File: config.mk
export PLATFORM = sky130hd
export DESIGN_NAME = booth_sched
export DESIGN_NICKNAME = d
export VERILOG_FILES = /design/src/rtl/booth_sched_pkg.sv /design/src/rtl/rr_arb2.sv /design/src/rtl/booth_sched.sv
export SDC_FILE = /design/constraint.sdc
export NUM_CORES = 1
export LEC_CHECK = 0
export CORE_ASPECT_RATIO = 1.5
export CORE_MARGIN = 1
export CORE_UTILIZATION = 45
export CTS_BUF_LIST = sky130_fd_sc_hd__clkbuf_4 sky130_fd_sc_hd__clkbuf_8
export DETAILED_ROUTE_END_ITERATION = 10
export GPL_TIMING_DRIVEN = 1
export PLACE_DENSITY_LB_ADDON = 0.12
export SLEW_MARGIN = 15
export SYNTH_ARGS = -nofsm -noshare
export SYNTH_HDL_FRONTEND = slang
export SYNTH_HIERARCHICAL = 1
export SYNTH_SLANG_ARGS = --single-unit
File: constraint.sdc
create_clock -name clk -period 4.1 [get_ports clk]
set_input_delay 0.82 -clock clk [delete_from_list [all_inputs] [get_ports clk]]
set_output_delay 0.82 -clock clk [all_outputs]
set_load 0.05 [all_outputs]
File: src/rtl/booth_sched_pkg.sv
// Shared types and defaults for the Booth multiplier scheduler.
// Holds the FSM state encoding, the requester count and the default
// prep/timeout cycle counts used by booth_sched and rr_arb2.
package booth_sched_pkg;

   localparam int REQ_N        = 2;
   localparam int PREP_CYC_DEF = 2;
   localparam int TIMEOUT_DEF  = 64;

   typedef enum logic [2:0] {
      S_IDLE,
      S_GRANT,
      S_PREP,
      S_RUN,
      S_CAPTURE,
      S_DRAIN
   } state_t;

endpackage

File: src/rtl/rr_arb2.sv
// Two-way round-robin arbiter: grant is combinational from req/last_gnt.
// Latency: grant is zero-cycle; the pointer updates on the edge after upd.
// Backpressure: none; the caller decides when a grant is taken.
// Ports: clk, clr (async, active-high), req[1:0], upd (pointer strobe),
//        upd_idx (client just served), gnt_idx (winning client).
module rr_arb2
   import booth_sched_pkg::*;
(
   input  logic             clk,
   input  logic             clr,
   input  logic [REQ_N-1:0] req,
   input  logic             upd,
   input  logic             upd_idx,
   output logic             gnt_idx
);

   logic last_gnt;

   // Pointer resets to client 1 so client 0 wins the first tie.
   always_ff @(posedge clk or posedge clr) begin
      if (clr) begin
         last_gnt <= 1'b1;
      end else if (upd) begin
         last_gnt <= upd_idx;
      end
   end

   // On a tie the client not served last wins; a lone requester always wins.
   always_comb begin
      gnt_idx = 1'b0;
      if (req == 2'b11) begin
         gnt_idx = ~last_gnt;
      end else if (req[1]) begin
         gnt_idx = 1'b1;
      end
   end

endmodule

File: src/rtl/booth_sched.sv
// Schedules two clients onto one Booth multiplier core (go/over handshake).
// Latency: ack 1 cycle after req sampled, done PREP_CYC+1+run cycles after ack.
// Backpressure: req is a level held until ack; one operation in flight at a time.
// Ports: clk, clr (async, active-high); client side req/mplier_in/mpcand_in in,
//        ack/done/err/result out; core side core_go/core_mplier/core_mpcand out,
//        core_over/core_product in.
module booth_sched
   import booth_sched_pkg::*;
#(
   parameter int W        = 8,
   parameter int PREP_CYC = PREP_CYC_DEF,
   parameter int TIMEOUT  = TIMEOUT_DEF
) (
   input  logic               clk,
   input  logic               clr,
   input  logic [REQ_N-1:0]   req,
   input  logic [2*W-1:0]     mplier_in,
   input  logic [2*W-1:0]     mpcand_in,
   output logic [REQ_N-1:0]   ack,
   output logic [REQ_N-1:0]   done,
   output logic [REQ_N-1:0]   err,
   output logic [2*W-1:0]     result,
   output logic               core_go,
   output logic [W-1:0]       core_mplier,
   output logic [W-1:0]       core_mpcand,
   input  logic               core_over,
   input  logic [2*W-1:0]     core_product
);

   localparam int            CW      = $clog2(TIMEOUT);
   localparam logic [CW-1:0] PREP_LD = CW'(PREP_CYC - 1);
   localparam logic [CW-1:0] T_LAST  = CW'(TIMEOUT - 1);

   state_t        state, state_nxt;
   logic [CW-1:0] cnt, cnt_nxt;
   logic          gnt_q;
   logic          tmo_q;
   logic          arb_gnt;
   logic          arb_upd;
   logic          ld_ops;
   logic          cap_ok;
   logic          cap_tmo;

   rr_arb2 u_arb (
      .clk     (clk),
      .clr     (clr),
      .req     (req),
      .upd     (arb_upd),
      .upd_idx (gnt_q),
      .gnt_idx (arb_gnt)
   );

   always_ff @(posedge clk or posedge clr) begin
      if (clr) begin
         state <= S_IDLE;
      end else begin
         state <= state_nxt;
      end
   end

   always_comb begin
      state_nxt = state;
      cnt_nxt   = cnt;
      ld_ops    = 1'b0;
      cap_ok    = 1'b0;
      cap_tmo   = 1'b0;
      arb_upd   = 1'b0;
      core_go   = 1'b0;
      ack       = '0;
      done      = '0;
      err       = '0;
      case (state)
         S_IDLE: begin
            if (req != '0) begin
               ld_ops    = 1'b1;
               state_nxt = S_GRANT;
            end
         end
         S_GRANT: begin
            ack[gnt_q] = 1'b1;
            cnt_nxt    = PREP_LD;
            state_nxt  = S_PREP;
         end
         S_PREP: begin
            // core_over is deliberately not looked at: it may still be stale
            // from the previous run while the core reloads its operands.
            if (cnt == '0) begin
               cnt_nxt   = '0;
               state_nxt = S_RUN;
            end else begin
               cnt_nxt = cnt - CW'(1);
            end
         end
         S_RUN: begin
            core_go = 1'b1;
            cnt_nxt = cnt + CW'(1);
            // A completion arriving on the last allowed cycle beats the timeout.
            if (core_over) begin
               cap_ok    = 1'b1;
               state_nxt = S_CAPTURE;
            end else if (cnt == T_LAST) begin
               cap_tmo   = 1'b1;
               state_nxt = S_CAPTURE;
            end
         end
         S_CAPTURE: begin
            done[gnt_q] = 1'b1;
            err[gnt_q]  = tmo_q;
            arb_upd     = 1'b1;
            state_nxt   = S_DRAIN;
         end
         S_DRAIN: begin
            // Wait for the core to drop over so the next run starts clean.
            if (!core_over) begin
               state_nxt = S_IDLE;
            end
         end
         default: begin
            state_nxt = S_IDLE;
         end
      endcase
   end

   always_ff @(posedge clk or posedge clr) begin
      if (clr) begin
         cnt         <= '0;
         gnt_q       <= 1'b0;
         tmo_q       <= 1'b0;
         result      <= '0;
         core_mplier <= '0;
         core_mpcand <= '0;
      end else begin
         cnt <= cnt_nxt;
         if (ld_ops) begin
            gnt_q       <= arb_gnt;
            core_mplier <= arb_gnt ? mplier_in[2*W-1:W] : mplier_in[W-1:0];
            core_mpcand <= arb_gnt ? mpcand_in[2*W-1:W] : mpcand_in[W-1:0];
         end
         if (cap_ok) begin
            result <= core_product;
            tmo_q  <= 1'b0;
         end else if (cap_tmo) begin
            result <= '0;
            tmo_q  <= 1'b1;
         end
      end
   end

endmodule

==> results of run 1 <==
-- cells in the final DEF (no fill, tap or decap), types with 2 or more instances in the layout --
master / count
sky130_fd_sc_hd__and3_1: 3
sky130_fd_sc_hd__o21ai_0: 21
sky130_fd_sc_hd__clkdlybuf4s50_1: 91
sky130_fd_sc_hd__nand2b_1: 2
sky130_fd_sc_hd__nor2b_1: 4
sky130_fd_sc_hd__dfrtp_1: 43
sky130_fd_sc_hd__nor4_1: 2
sky130_fd_sc_hd__nor3_1: 5
sky130_fd_sc_hd__a22o_1: 16
sky130_fd_sc_hd__a311oi_1: 2
sky130_fd_sc_hd__a32oi_1: 2
sky130_fd_sc_hd__inv_1: 7
sky130_fd_sc_hd__ha_1: 3
sky130_fd_sc_hd__a21oi_1: 8
sky130_fd_sc_hd__nor2_1: 6
sky130_fd_sc_hd__mux2i_1: 17
sky130_fd_sc_hd__buf_4: 3
sky130_fd_sc_hd__clkbuf_8: 5
sky130_fd_sc_hd__nand2_1: 22
-- worst min-delay path, cell delays in order, from the launching register on --
cell and delay, ns:
sky130_fd_sc_hd__dfrtp_1 0.35, sky130_fd_sc_hd__nand2_1 0.05, sky130_fd_sc_hd__o21ai_0 0.06
-- worst paths after layout --
check                                      startpoint                         end  slack [ns]  cells past startpoint
max in group asynchronous                         clr  core_mplier[6]$_DFFE_PP0P_        2.59                      3
min reg2reg                core_mpcand[6]$_DFFE_PP0P_  core_mpcand[6]$_DFFE_PP0P_        0.48                      2
max                              state[1]$_DFFE_PP0P_                      err[1]        0.92                      4
min                        core_mpcand[6]$_DFFE_PP0P_  core_mpcand[6]$_DFFE_PP0P_        0.48                      2
min in group asynchronous                         clr  core_mplier[1]$_DFFE_PP0P_        0.81                      2
max reg2reg                      state[0]$_DFFE_PP0P_          cnt[4]$_DFFE_PP0P_        2.29                      3
-- power by group through the flow --
stage	Sequential (mW)	Clock, mW	Combinational (mW)
after floorplan	1.29	0	0.651
after global placement	0.841	0	1.59
after detailed placement	0.848	0	1.61
after CTS	0.845	0.333	1.62
after global routing	0.884	0.349	1.71
final	0.849	0.324	1.60
-- area by class of cell --
type                            instances  area (um2)  area share [%]
Clock inverter                          3       42.54           1.318
Tap cell                               64       80.08           2.482
Multi-Input combinational cell        139       965.9           29.93
Sequential cell                        44        1102           34.16
Clock buffer                            5       68.82           2.133
Timing Repair Buffer                   94       933.4           28.93
Inverter                                9       33.78           1.047
-- per-layer routing --
metal / GRT usage [%] / share of wire [%] / vias to the layer above
met2: 38.04 / 51 / 96
met4: 8.874 / 2.7 / 0
met1: 25.00 / 38 / 861
met3: 8.172 / 8.3 / 15
li1: - / - / 916
met5: 0 / 0 / -
-- flip-flops by register name, summed over array words and instances (netlist names) --
name,count
cnt,6
core_mpcand,8
core_mplier,8
gnt_q,1
result,16
state,3
tmo_q,1
u_arb/last_gnt,1
-- kinds of logic after synthesis --
kind of cell | after synthesis | synth area share [%]
AOI/OAI and AO/OA | 62 | 19.51
and+or+nand+nor | 55 | 14.01
adders and majority gates | 3 | 1.737
DFF | 44 | 51.01
buffers and inverters | 22 | 4.632
muxes | 19 | 9.091
==> results.md, run 1 <==
Status:
- The run finished with clean final reports.

Worst setup path:
- Data on the critical path is required at its endpoint by 3.28 ns.
- The worst setup path is launched from a register.
- On the critical path, the stage with the largest delay is an instance of sky130_fd_sc_hd__clkdlybuf4s50_1.
- The signal on the critical path passes through nand2b_1, nor2_1, and3_1, clkdlybuf4s50_1.
- For the worst setup path, the data arrival time is 2.36 ns.
- The category of the worst setup path capture point is an output pin.
- The family with the most delay on the worst path is buffers and inverters.
- The highest net fanout along the worst path is 16.
- The classification of the worst setup path is register to output pin.
- The biggest cell delay along the critical path is 0.80 ns.
- The number of buffer and inverter instances along the worst setup path is 1.

Synth:
- The warning count from the yosys run is 6.
- The post-synthesis instance total is 205.
- After synthesis, flip-flops and latches occupy 51.01% of the total area.
- The fraction of synthesized cell area taken by the top area cell type is 49.80%.
- The number of enable flip-flop cells after synthesis is 0.
- In this run, synthesis produced a sequential element count of 44.
- By area the synthesized netlist is led by sky130_fd_sc_hd__dfrtp_1, sky130_fd_sc_hd__mux2i_1, sky130_fd_sc_hd__a22o_1, sky130_fd_sc_hd__o21ai_0, sky130_fd_sc_hd__nand2_1.
- The most numerous cell in the Yosys netlist is sky130_fd_sc_hd__dfrtp_1.
- The post-synthesis instance area is 2161 um2.
- Yosys mapped the design onto 45 distinct sky130hd cell types.
- The synthesized netlist net count is 261.
- The cell type with the highest aggregate area in the netlist is sky130_fd_sc_hd__dfrtp_1.
- In the synthesized netlist, the cells that appear most often are sky130_fd_sc_hd__dfrtp_1, sky130_fd_sc_hd__nand2_1, sky130_fd_sc_hd__o21ai_0.
- The average footprint of a synthesized cell is 10.54 um2.
- The dominant register cell in the synthesized netlist is sky130_fd_sc_hd__dfrtp_1.
- Counting flops with an async set or reset pin after synthesis yields a share of 100.0%.

Power and ir drop:
- The reported leakage power is 1.393 nW.
- For this design the ratio of total power to cell area is 860.1 nW/um2.
- The highest ir drop seen on vdd is 407.8 uV.
- The fraction of power consumed by combinational cells is 57.8%.
- The sequential fraction of design power is 30.6%.
- The post-layout total power is 2.775 mW.
- The share of total power dissipated in the clock network is 11.7%.
- Cell internal power was estimated by the tool at 1.430 mW.
- The switching power share of the total is 48.47%.
- The net switching power figure is 1.345 mW.

Timing:
- The least setup slack across all paths after layout is 0.9159 ns.
- The smallest clock period supported by the final layout is computed as 3.184 ns.
- The final setup TNS is 0 ns.
- On the final layout, the worst clock skew is 0.002395 ns.
- The transition time of the tightest slew-check pin is 0.6307 ns.
- On the final layout, the worst hold slack is 0.4813 ns.
- Setup violations remaining at the end of the flow were counted as 0.
- Measured against its own limit, the worst slew margin works out to 57.96%.
- The period utilization is 77.66%.
- The hold violation total from the final report is 0.
- The maximum achievable frequency is 314.1 MHz.
- The number of max-slew violations in the final report is 0.
- Setup repair after global routing left no endpoint under its margin.

Layout:
- The number of antenna diodes is 0.
- The number of nets in the layout is 349.
- Fill cells in the final layout number 378.
- The count of cells in the finished layout, fillers not included, comes to 358.
- The summed area of non-filler cells in the final layout is 3227 um2.
- The final cell utilization of the core is 70.46%.
- Compared with the post-synthesis result, the final layout area differs by 49.33%.
- The fraction of final layout cells sized beyond drive strength 1 is 7.483%.

Route:
- In the final routed layout, each cell accounts on average for 14.31 um.
- For this block, the routed nets add up to 5.123 mm of wire.
- The number of vias per cell after detailed routing is 5.274.
- The overall via count from detail_route is 1888.
- The number of design rule violations left after detail routing is 0.
- The first-pass iteration count of the detailed router is 4.
- The antenna violation net count after detailed routing is 0.
- In this run, the number of DRC markers left after iteration 0 of detailed routing was 61.

Die:
- The core region is 4579 um2.
- For this configuration, the core starts out at a cell density of 47.19%.
- Measured along the x axis, the die boundary spans 58.58 um.
- The floorplan has 30 rows.
- 92 I/O pins were placed.
- In this run the vertical extent of the chip is 86.87 um.
- The floorplan die area is 5089 um2.

Hold path:
- The classification of the worst-slack hold path is register to register.

Global route:
- The total global-route track usage is 22.33%.
- The global-route wire length before repair is 8.521 mm.
- The via count of the first global-routing pass is 1844.
- The initial antenna violation count is 0.
- Entering global routing, the biggest net connects 34 pins.
- After global routing the overflow that remains totals 0.

Clock network:
- The clock insertion delay at the later pin of the skew report is 0.29 ns.
- The count of instances resized after the clock tree is built is 0.
- The maximum level of the CTS H-tree is 2.
- Counting every sink on the clock net gives 44.
- The post-CTS setup buffer count is 0.
- The number of buffers created by CTS is 5.
- The longest clock path from root to sink contains 2 buffers.
- The clock slew at the register clock pins of the worst setup and hold paths is 0.08 ns.
- Clock tree synthesis selected as its root buffer the cell sky130_fd_sc_hd__clkbuf_8.
- The quantity of hold-fixing buffers added after cts is 0.
- The TritonCTS clock tree is done.

Place:
- The HPWL after detailed placement is 3.765 mm.
- After detailed placement, the design holds a cell count of 350.
- The routability-driven placement congestion ratio is 0.8736.
- The post-placement setup slack is 1.266 ns.
- The instance area after placement is 3115 um2.
- The total of buffers placed on input and output ports is 91.

Flow run:
- Across the run, the number of max-cap violations was 0.
(Power assumes the default switching activity.)
==> run 2: changes to the inputs <==
--- a/config.mk
+++ b/config.mk
@@ -7,7 +7,7 @@
 export LEC_CHECK = 0
 export CORE_ASPECT_RATIO = 1.5
 export CORE_MARGIN = 1
-export CORE_UTILIZATION = 45
+export CORE_UTILIZATION = 44
 export CTS_BUF_LIST = sky130_fd_sc_hd__clkbuf_4 sky130_fd_sc_hd__clkbuf_8
 export DETAILED_ROUTE_END_ITERATION = 10
 export GPL_TIMING_DRIVEN = 1
==> constraint.sdc (replaced) <==
create_clock -name clk -period 3.3 [get_ports clk]
set_input_delay 0.66 -clock clk [delete_from_list [all_inputs] [get_ports clk]]
set_output_delay 0.66 -clock clk [all_outputs]
set_load 0.05 [all_outputs]
==> run 2 against run 1 <==
Effect of this change: global-route usage decreased by 1.2 points; non-clock buffer count is the same; cell count is the same; largest cell class unchanged.
==> results.md, run 2 (same netlist as run 1, synthesis figures left out) <==
Status:
- The flow ran to the end, and the final reports show no timing, DRC or antenna violations.

Route:
- The overall routed net length came to 5.070 mm (-1.0%).
- The antenna violation net count after detailed routing is 0 (unchanged).
- The overall via count from detail_route is 1900 (+0.64%).
- The routed length per instance is 14.16 um (-1.0%).
- The number of vias per cell after detailed routing is 5.307 (+0.64%).
- The number of design rule violations left after detail routing is 0 (unchanged).
- The initial DRC count is 63 (+3.3%).
- The first-pass iteration count of the detailed router was 4 (unchanged).

Worst setup path:
- The highest net fanout along the worst path was 16 (unchanged).
- The endpoint arrival time on the critical path is 2.34 ns (-0.02 ns).
- STA classifies the critical path endpoint as an output pin.
- The data required time of the critical path was 2.64 ns (-0.64 ns).
- The startpoint kind of the worst setup timing path is a register.
- The critical path in this run is classified as register to output pin.

Timing:
- The final number of setup-violating endpoints is 0 (unchanged).
- The transition time of the tightest slew-check pin was 0.9415 ns (+0.3108 ns).
- The worst path needs 3.004 ns of the cycle, external delays included.
- The remaining max-slew budget at the tightest pin is 36.84% (-21 points).
- Timing would allow up to 332.9 MHz.
- The worst clock skew is 0.007434 ns (+0.005039 ns).
- The number of max-slew violations in the final report is 0 (unchanged).
- The hold violation total from the final report came to 0 (unchanged).
- The final setup TNS is 0 ns (unchanged).
- The period utilization is 91.04%.
- Setup repair after global routing left no endpoint under its margin.

Power and ir drop:
- The switching power share of the total came to 48.38% (-0.085 points).
- The post-layout total power is 3.445 mW (+24%).
- The reported leakage power was 1.394 nW (about the same).
- The internal portion of total power is 1.778 mW (+24%).
- The power per standard cell area is 1067 nW/um2 (+24%).
- The highest ir drop seen on vdd is 504.1 uV (+24%).
- The sequential fraction of design power is 30.6% (about the same).
- The net switching power figure is 1.667 mW (+24%).
- The clock network fraction of total power is 12.0% (+0.3 points).
- The fraction of power consumed by combinational cells came to 57.4% (-0.4 points).

Global route:
- The largest net degree at the start of global routing is 28 (-18%).
- The via count of the first global-routing pass is 1847 (+0.16%).
- The total overflow reported by the global router is 0 (unchanged).
- The initial antenna violation count is 0 (unchanged).
- The total global-route track usage was 21.16% (-1.2 points).
- The global-route wire length before repair is 8.349 mm (-2.0%).

Layout:
- The number of antenna diodes is 0 (unchanged).
- The register with the most flip-flops in the final layout is result.
- The number of nets in the layout came to 349 (unchanged).
- The combined area of the multi-input logic cells is 965.9 um2 (unchanged).
- The largest registers in the layout are result: 16 flops, core_mpcand: 8 flops, core_mplier: 8 flops.
- The total area of sequential cells was 1102 um2 (unchanged).
- The fraction of final layout cells sized beyond drive strength 1 is 7.483% (unchanged).
- The library cell used most frequently in the layout, excluding fill and tap cells, is sky130_fd_sc_hd__clkdlybuf4s50_1.
- Compared with the post-synthesis result, the final layout area differs by 49.51%.
- The flip-flop count of the largest register after layout is 16 (unchanged).
- The layout filler cell count is 372 (-1.6%).
- In the layout the commonest cells are sky130_fd_sc_hd__clkdlybuf4s50_1, sky130_fd_sc_hd__dfrtp_1, sky130_fd_sc_hd__nand2_1.

Clock network:
- The quantity of hold-fixing buffers added after cts is 0 (unchanged).
- The post-CTS setup buffer count is 0 (unchanged).
- The clock insertion delay at the later pin of the skew report is 0.29 ns (about the same).
- The count of instances resized after the clock tree is built was 0 (unchanged).
- The root buffer cell chosen for the clock tree is sky130_fd_sc_hd__clkbuf_8.
- The buffer depth of the longest clock path came to 2 (unchanged).
- The number of buffers created by CTS came to 5 (unchanged).
- The number of sinks on the clock net is 44 (unchanged).
- TritonCTS built the clock tree.
- The maximum level of the CTS H-tree came to 2 (unchanged).
- The clock slew at the register clock pins of the worst setup and hold paths is 0.08 ns (about the same).

Die:
- The placeable core region was 4617 um2 (+0.82%).
- The starting utilization of the core area came to 46.80% (-0.38 points).
- The number of placement rows is 30 (unchanged).
- The floorplan die area is 5201 um2 (+2.2%).
- The boundary pin count is 92 (unchanged).
- The floorplan die height came to 87.83 um (+1.1%).
- The die width is 59.22 um (+1.1%).

Place:
- The half-perimeter wire length after detailed placement came to 3.835 mm (+1.9%).
- The total of buffers placed on input and output ports is 91 (unchanged).
- The routability-driven placement congestion ratio is 0.8916 (+2.1%).

Hold path:
- In this run the worst hold path is classified as register to register.

Flow run:
- The max-cap violation count is 0 (unchanged).
-- run 2: cell types whose count changed in the layout (fill, tap and decap cells not counted), sizes merged --
cell | previous run | this run
inv | 8 | 9
clkinv | 2 | 1
-- run 2: path summary, 6_finish.rpt --
kind / to / startpoint / cells after the start / slack (ns)
min in group asynchronous: u_arb/last_gnt$_DFFE_PP1P_ / clr / 2 / 0.71
max: err[1] / state[1]$_DFFE_PP0P_ / 4 / 0.30
min: core_mplier[4]$_DFFE_PP0P_ / core_mplier[4]$_DFFE_PP0P_ / 2 / 0.48
max reg2reg: result[9]$_DFFE_PP0P_ / state[1]$_DFFE_PP0P_ / 3 / 1.47
min reg2reg: core_mplier[4]$_DFFE_PP0P_ / core_mplier[4]$_DFFE_PP0P_ / 2 / 0.48
max in group asynchronous: result[6]$_DFFE_PP0P_ / clr / 3 / 1.81
-- run 2: final cells by class --
cell class | instances | share of cell area, %
inverters | 9 | 1.046
flip-flops and latches | 44 | 34.12
clock inverters | 3 | 1.433
repair buffers | 94 | 28.89
well taps | 64 | 2.479
clock buffers | 5 | 2.130
multi-input cells | 139 | 29.90
-- run 2: metrics by stage --
step                      hold slack [ns]  setup WS [ns]  instance area, um2  instances  util, %
after global placement             0.4609         0.6868                3115        350    67.48
after detailed placement           0.4695         0.6404                3115        350    67.48
after global routing               0.5143         0.1732                3231        358    69.97
after floorplan                    0.4976         0.2042                2161        205        -
after CTS                          0.4886         0.2997                3231        358    69.97
final                              0.4796         0.2958                3231        358    69.97
-- run 2: power groups by stage --
stage / Combinational, mW / Clock (mW) / Sequential (mW)
finish: 1.98 / 0.415 / 1.05
global placement: 1.98 / 0 / 1.05
global route: 2.11 / 0.452 / 1.09
CTS: 2.00 / 0.424 / 1.05
detailed placement: 1.99 / 0 / 1.06
floorplan: 0.809 / 0 / 1.60
-- run 2: critical path, stage by stage, from the launching register on --
cell,delay [ns]
sky130_fd_sc_hd__dfrtp_1,0.54
sky130_fd_sc_hd__nand2b_1,0.30
sky130_fd_sc_hd__nor2_1,0.22
sky130_fd_sc_hd__and3_1,0.19
sky130_fd_sc_hd__clkdlybuf4s50_1,0.81
-- run 2: metal layers --
layer  track usage, %  wire length, um  up-vias
li1                 -                -      919
met1            24.95             1986      910
met2            34.83             2652       63
met3            7.238              348        8
met4            8.442               82        0
met5                0                0        -
